File: src/rtl/prover_compute_v_encollect_cnt_if.sv
// Handshake bundle between per-input compute units, the enable collector and the next V stage.
// en_in is unpacked over inputs: en_in[i][p] is the pulse from input i for lane p.
interface prover_compute_v_encollect_cnt_if #(
    parameter int ninputs   = 8,
    parameter int nParallel = 4
);
    logic                 en_master;
    logic [ninputs-1:0]   en_mask;
    logic [nParallel-1:0] en_in [ninputs];
    logic                 flush;
    logic [nParallel-1:0] en_out;
    logic [nParallel-1:0] pending;
    logic [nParallel-1:0] overflow;

    modport master (
        output en_master, en_mask, en_in, flush,
        input  en_out, pending, overflow
    );

    modport slave (
        input  en_master, en_mask, en_in, flush,
        output en_out, pending, overflow
    );
endinterface

File: src/rtl/prover_compute_v_encollect_cnt.sv
// Per-lane enable collector: fires en_out once every participating input has a buffered credit.
// Credits are saturating per (lane, input) counters, so early pulses for the next round survive.
module prover_compute_v_encollect_cnt #(
    parameter int ninputs   = 8,
    parameter int nParallel = 4,
    parameter int depth     = 2
) (
    input  logic                          clk,
    input  logic                          rstb,
    prover_compute_v_encollect_cnt_if.slave bus
);
    localparam int cntBits = $clog2(depth + 1);
    localparam logic [cntBits-1:0] CNT_MAX = cntBits'(depth);

    logic [cntBits-1:0]   cnt_q [nParallel][ninputs];
    logic [cntBits-1:0]   cnt_d [nParallel][ninputs];
    logic [nParallel-1:0] ovf_q, ovf_d;
    logic [nParallel-1:0] sat;
    logic [nParallel-1:0] fire;
    logic [nParallel-1:0] pend;

    // Masked-off inputs count as satisfied even before their counter clears.
    always_comb begin
        sat = '1;
        for (int p = 0; p < nParallel; p++) begin
            for (int i = 0; i < ninputs; i++) begin
                if (bus.en_mask[i] && (cnt_q[p][i] == '0)) begin
                    sat[p] = 1'b0;
                end
            end
        end
        fire = {nParallel{bus.en_master & ~bus.flush & (|bus.en_mask)}} & sat;
    end

    always_comb begin
        cnt_d = cnt_q;
        ovf_d = ovf_q;
        if (bus.flush) begin
            for (int p = 0; p < nParallel; p++) begin
                for (int i = 0; i < ninputs; i++) begin
                    cnt_d[p][i] = '0;
                end
            end
            ovf_d = '0;
        end else begin
            for (int p = 0; p < nParallel; p++) begin
                for (int i = 0; i < ninputs; i++) begin
                    if (!bus.en_mask[i]) begin
                        cnt_d[p][i] = '0;
                    end else if (bus.en_in[i][p] && !fire[p]) begin
                        if (cnt_q[p][i] == CNT_MAX) begin
                            ovf_d[p] = 1'b1;
                        end else begin
                            cnt_d[p][i] = cnt_q[p][i] + cntBits'(1);
                        end
                    end else if (!bus.en_in[i][p] && fire[p]) begin
                        cnt_d[p][i] = cnt_q[p][i] - cntBits'(1);
                    end
                end
            end
        end
    end

    always_comb begin
        pend = '0;
        for (int p = 0; p < nParallel; p++) begin
            for (int i = 0; i < ninputs; i++) begin
                pend[p] = pend[p] | (cnt_q[p][i] != '0);
            end
        end
    end

    always_ff @(posedge clk or negedge rstb) begin
        if (!rstb) begin
            for (int p = 0; p < nParallel; p++) begin
                for (int i = 0; i < ninputs; i++) begin
                    cnt_q[p][i] <= '0;
                end
            end
            ovf_q <= '0;
        end else begin
            cnt_q <= cnt_d;
            ovf_q <= ovf_d;
        end
    end

    assign bus.en_out   = fire;
    assign bus.pending  = pend;
    assign bus.overflow = ovf_q;
endmodule

File: src/flat_wrapper.sv
// flat-port wrapper written by rule: the top's interface ports become plain ports
module prover_compute_v_encollect_cnt_flat 
#(
    parameter int ninputs   = 8,
    parameter int nParallel = 4,
    parameter int depth     = 2
)
  (clk, rstb, bus_en_master, bus_en_mask, bus_en_in, bus_flush, bus_en_out, bus_pending, bus_overflow);
  prover_compute_v_encollect_cnt_if #(.ninputs(ninputs), .nParallel(nParallel)) bus_i ();
  input  logic clk;
  input  logic rstb;
  input wire logic [$bits(bus_i.en_master)-1:0] bus_en_master;
  input wire logic [$bits(bus_i.en_mask)-1:0] bus_en_mask;
  input wire logic [$bits(bus_i.en_in)-1:0] bus_en_in;
  input wire logic [$bits(bus_i.flush)-1:0] bus_flush;
  output wire logic [$bits(bus_i.en_out)-1:0] bus_en_out;
  output wire logic [$bits(bus_i.pending)-1:0] bus_pending;
  output wire logic [$bits(bus_i.overflow)-1:0] bus_overflow;
  assign bus_i.en_master = bus_en_master;
  assign bus_i.en_mask = bus_en_mask;
  assign bus_i.en_in = {>>{bus_en_in}};
  assign bus_i.flush = bus_flush;
  assign bus_en_out = bus_i.en_out;
  assign bus_pending = bus_i.pending;
  assign bus_overflow = bus_i.overflow;
  prover_compute_v_encollect_cnt #(.ninputs(ninputs), .nParallel(nParallel), .depth(depth)) u_core (.clk(clk), .rstb(rstb), .bus(bus_i));
endmodule
File: config.mk
export PLATFORM = sky130hd
export DESIGN_NAME = prover_compute_v_encollect_cnt_flat
export DESIGN_NICKNAME = d
export VERILOG_FILES = /design/src/rtl/prover_compute_v_encollect_cnt_if.sv /design/src/rtl/prover_compute_v_encollect_cnt.sv /design/src/flat_wrapper.sv
export SDC_FILE = /design/constraint.sdc
export NUM_CORES = 1
export LEC_CHECK = 0
export ABC_AREA = 1
export CORE_MARGIN = 2
export CORE_UTILIZATION = 30
export DETAILED_ROUTE_END_ITERATION = 8
export GPL_TIMING_DRIVEN = 0
export PLACE_DENSITY_LB_ADDON = 0.15
export SYNTH_ARGS = -nofsm -noshare
export SYNTH_HDL_FRONTEND = slang
export SYNTH_SLANG_ARGS = --single-unit
File: constraint.sdc
create_clock -name clk -period 2.42 [get_ports clk]
set_input_delay 0.605 -clock clk [delete_from_list [all_inputs] [get_ports clk]]
set_output_delay 0.605 -clock clk [all_outputs]
set_load 0.01 [all_outputs]
Word level (Yosys, flattened, before mapping)
Index checks and enable logic that the tools add are counted.
- register bits after elaboration: 68
- bits of input ports: 44
- output and inout bits: 12
- word-level logic and storage cells: 720
- add/subtract/negate cells: 64
- eq/ne operators: 96
- multiplexer cells: 266
- bitwise gates (word level): 32
- reductions and logical operators: 229
- operators by type and width (cell ; count):
    2-bit two-way mux ; 128
    1-bit two-way mux ; 136
    4-bit by 1-bit != test with 1-bit output, second input constant ; 32
    4-bit != test, second input constant ; 32
    1-bit logical AND ; 96
    2-bit by 1-bit adder with 2-bit output, second input constant ; 32
    2-bit equality test, second input constant ; 32
    2-bit logical NOT ; 32
    64-bit two-way mux ; 1
    2-bit AND reduction ; 32
    2-bit nonzero test ; 32
    2-bit by 1-bit subtractor with 2-bit output, second input constant ; 32
    1-bit logical NOT ; 36
    1-bit OR ; 28
    8-bit OR reduction ; 1
    4-bit bitwise AND ; 1
    4-bit two-way mux ; 1
    1-bit bitwise AND ; 2
    1-bit NOT ; 1

Logic depth before layout (Yosys ltp)
- depth after elaboration: 39
- depth in mapped cells: 13
- mapped depth without buffers: 12

Worst setup path after synthesis
No wires, ideal clock.
- path type: input-to-reg
- from: input port bus_flush
- to: register u_core.cnt_q[31] (netlist bit)
- library setup time: 0.120 ns
- data arrival time: 2.061 ns
- data required time: 2.300 ns
- path slack: 0.240 ns
- stages on the path: 9
- buffers on the path: 1
- path through: buf_6 clkinv_4 nand2_1 nor2_4 nand3_1 ha_1 a31o_2 o21ai_0 inv_1
- cells in the longest elaborated chain, start to end: 9
- elaborated cells between the ends (all ways): 13
- classes of those cells: eq/ne: 2; mux: 3; bitwise: 4; reduce/logical: 4
- ends and longest elaborated chain (element ; line ; source):
    start, declared ; flat_wrapper.sv:15 ; input wire logic [$bits(bus_i.flush)-1:0] bus_flush;
    1-bit NOT ; prover_compute_v_encollect_cnt.sv:32 ; fire = {nParallel{bus.en_master & ~bus.flush & (|bus.en_mask)}} & sat;
    1-bit bitwise AND (2 in a row) ; prover_compute_v_encollect_cnt.sv:32 ;
    4-bit bitwise AND ; prover_compute_v_encollect_cnt.sv:32 ;
    1-bit logical NOT ; prover_compute_v_encollect_cnt.sv:50 ; end else if (bus.en_in[i][p] && !fire[p]) begin
    1-bit logical AND ; prover_compute_v_encollect_cnt.sv:50 ;
    2-bit two-way mux ; prover_compute_v_encollect_cnt.sv:50 ;
    2-bit two-way mux ; prover_compute_v_encollect_cnt.sv:48 ; if (!bus.en_mask[i]) begin
    64-bit two-way mux ; prover_compute_v_encollect_cnt.sv:38 ; if (bus.flush) begin
    end signal, assigned ; prover_compute_v_encollect_cnt.sv:82 ; cnt_q <= cnt_d;
    end, declared ; prover_compute_v_encollect_cnt.sv:15 ; logic [cntBits-1:0] cnt_q [nParallel][ninputs];
Several ways; a longest one is shown, not always the timed one.
A chain may end at the register's enable or synchronous reset.

Final worst setup path
- from: register u_core.cnt_q[24] (netlist bit)
- to: output port bus_pending[2]
- cells in the longest elaborated chain, start to end: 6
- ends and longest elaborated chain (element ; line ; source):
    2-bit nonzero test ; prover_compute_v_encollect_cnt.sv:68 ; pend[p] = pend[p] | (cnt_q[p][i] != '0);
    1-bit OR (5 in a row) ; prover_compute_v_encollect_cnt.sv:68 ;
    end, declared ; flat_wrapper.sv:17 ; output wire logic [$bits(bus_i.pending)-1:0] bus_pending;
Every way passes these cells.

==> out/metrics.cfg <==
[status]
status = complete, no violations

[placement]
place_congestion = 0.851
place_area_um2 = 5970
port_buffers = 53
dp_hpwl_um = 11900

[run]
drv_cap = 0

[power]
p_int_w = 0.00243
seqPwrFrac_pct = 36.4
power.density_nw_per_um2 = 528
power_switching_w = 0.00105
irDropWorstVdd_uv = 339
p_comb_share_pct = 22.2
clkPwrFrac_pct = 41.4
switching_share_pct = 30.1
leakagePower_nw = 3.05

[min_path]
worstHoldPathType = in -> async

[worst_setup_path]
cp_slowest_cell = dfrtp_1
cp.buffers_inverters = 2
crit_family = simple AND/OR/NAND/NOR gates
worst-path-max-fanout = 4
endpoint_kind = primary output
crit_required_ns = 1.81
critPathMaxStageDelay_ns = 0.41
crit_arrival_ns = 1.77
r2r_slack_ns = 0.20
start_kind = flip-flop
crit_path_cell_trace = inv_1 -> nand2_2 -> nor4_1 -> nand2_1 -> dlygate4sd2_1
setup.worst_path.class = reg -> out

[routing]
ant_nets = 0
firstDrtPassIters = 5
drt-total-wl_um = 15700
drc = 0
dr_total_vias = 4993
wl_met2_um = 7330
m1WireLength_um = 7200
drt_iter0_markers = 203
top_layer = met4
wl_per_cell_um = 15.9
vias_per_cell = 5.06
wl_met3_um = 719

[sta]
layout_min_cycle_time_ns = 2.38
tns_ns = 0
post-route-period-util_pct = 98.2
slew_viol_final = 0
final-setup-viol-count = 0
hold_viol = 0
tightest_slew_ns = 0.472
relSlewSlack_pct = 68.5
skew_ns = 0.00907
max_freq_mhz = 421

[layout]
final_util_pct = 39.5
syn2layout_area_growth_pct = 28.1
layout.nets = 838
layout_commonest_cell = inv_1
n_antenna_cell = 0
fin_area_um2 = 6590
drive_gt1_share_pct = 16.7
layout.cells.most_common_list = inv_1, nand3_1, nand2_1

[floorplan]
core_area_um2 = 16700
die_h_um = 135
die_area_um2 = 18200
rows = 47
die_w_um = 135
boundaryPins = 56
initial_utilization_pct = 30.8

[cts]
cts_buffers = 9
clkLatencyLatePin_ns = 0.35
clock_sinks = 68
cts.clk_slew.worst_paths_ns = 0.06
h-tree-depth = 3
root_buffer = clkbuf_16
cts_tree = built
clk_path_buf_depth = 2
holdBufCountCts = 0

[logic_synthesis]
avgSynthCellArea_um2 = 7.60
synth_nets = 753
netlist-cell-type-count = 33
synthCells = 677
async_flop_share_pct = 100
yosys_most_used_dff = dfrtp_1
ys_seq_area_share_pct = 33.1
yosys_register_bits = 68
synth.cell_area_um2 = 5140
synth_enable_flop_cells = 0
ys.warnings.count = 0

[global_routing]
grt_max_degree = 40
grt_antenna_before_repair = 0
overflow = 0
grt_pass1_vias = 4879
grt_usage_pct = 17.8
grt_pass1_wl_um = 24700

## timing repair
| action | CTS | global route |
|---|---|---|
| setup buffers | 11 | 9 |
| setup endpoints to repair | 76 | 15 |
| pin swaps | 9 | 8 |
| cloned | 0 | 0 |
| resized for setup | 67 | 28 |
## stage by stage
step                      setup WS, ns  power (W)  instances  hold WS, ns
final                           0.0444    0.00348        987        0.210
after global placement           -2.13    0.00198        950        0.463
after global routing          -0.00806    0.00366        987        0.240
after floorplan                  0.240    0.00172        677        0.309
after CTS                      -0.0804    0.00351        978        0.224
after detailed placement         -1.20    0.00201        951        0.468
## logic make-up (layout without fill, tap and decap cells)
| logic type | Yosys count | count (layout) | share of synthesized area [%] |
|---|---|---|---|
| simple gates | 288 | 288 | 28.4 |
| fa+ha+maj | 32 | 32 | 7.78 |
| flops | 68 | 68 | 33.1 |
| compound gates | 106 | 106 | 11.6 |
| buf+inv | 132 | 222 | 10.5 |
| xor+xnor | 51 | 51 | 8.68 |
## per-layer routing
layer	GRT usage, %	up-vias
met2	28.9	113
met4	8.33	0
met1	23.3	2402
met3	2.70	27
li1	-	2451
met5	0	-
## flip-flops by register name, summed over array words and instances (netlist names)
signal and cells:
u_core.bus.overflow 4, u_core.cnt_q 64
## worst reg2reg max path: stages, from the launching register on
cell     delay, ns
dfrtp_1       0.42
inv_1         0.06
nand2_1       0.12
nor2_1        0.07
nor3_2        0.25
nand3_4       0.13
buf_4         0.22
ha_1          0.26
nand4_1       0.11
o21ai_0       0.11
nor2_1        0.19
nand2_1       0.07
nand2_1       0.08
nand2_1       0.05
## power by group through the flow
stage          clock, W  sequential (W)  combinational [W]
4_1_cts         0.00148         0.00126           0.000760
3_5_place_dp          0         0.00128           0.000724
6_report        0.00144         0.00127           0.000773
2_1_floorplan         0         0.00127           0.000446
5_1_grt         0.00153         0.00127           0.000860
3_3_place_gp          0         0.00128           0.000698
## synth_stat cells, types with 3 or more instances
library cell  count  area share (%)
inv_1           116             8.5
nand3_1          98             9.5
nand2_1          97             7.1
dfrtp_1          68              33
o21ai_0          35             3.4
ha_1             32             7.8
nor2_1           30             2.2
nand4_1          29             3.5
xor2_1           28             4.8
o21ai_1          27             2.6
a21oi_1          26             2.5
xnor2_1          23             3.9
inv_2            10            0.73
nand3_2           8             1.6
nor4_1            8            0.97
nor2_4            6             1.3
buf_6             5             1.1
o22ai_1           5            0.61
a31o_2            3            0.51
nor3_1            3            0.29
## cell type report
cell class / instances / area [µm²]
multi-input cells: 477 / 3070
fillers: 1731 / 10100
well taps: 220 / 275
clock buffers: 13 / 280
repair buffers: 74 / 664
plain buffers: 5 / 56.3
clock inverters: 3 / 42.5
flip-flops and latches: 68 / 1700
inverters: 127 / 497
## worst paths after layout
| path | from | cells past startpoint | to |
|---|---|---|---|
| worst max-delay path | u_core.cnt_q[24]$_DFFE_PN0P_ | 5 | bus_pending[2] |
| worst min-delay path | rstb | 1 | u_core.cnt_q[14]$_DFFE_PN0P_ |
| worst max register to register | u_core.cnt_q[1]$_DFFE_PN0P_ | 13 | u_core.bus.overflow[3]$_DFF_PN0_ |
| worst min register to register | u_core.cnt_q[20]$_DFFE_PN0P_ | 1 | u_core.cnt_q[20]$_DFFE_PN0P_ |
| max in group asynchronous | rstb | 2 | u_core.cnt_q[23]$_DFFE_PN0P_ |
| min in group clk | u_core.cnt_q[20]$_DFFE_PN0P_ | 1 | u_core.cnt_q[20]$_DFFE_PN0P_ |
No activity file was read; power rests on OpenSTA's default activity.
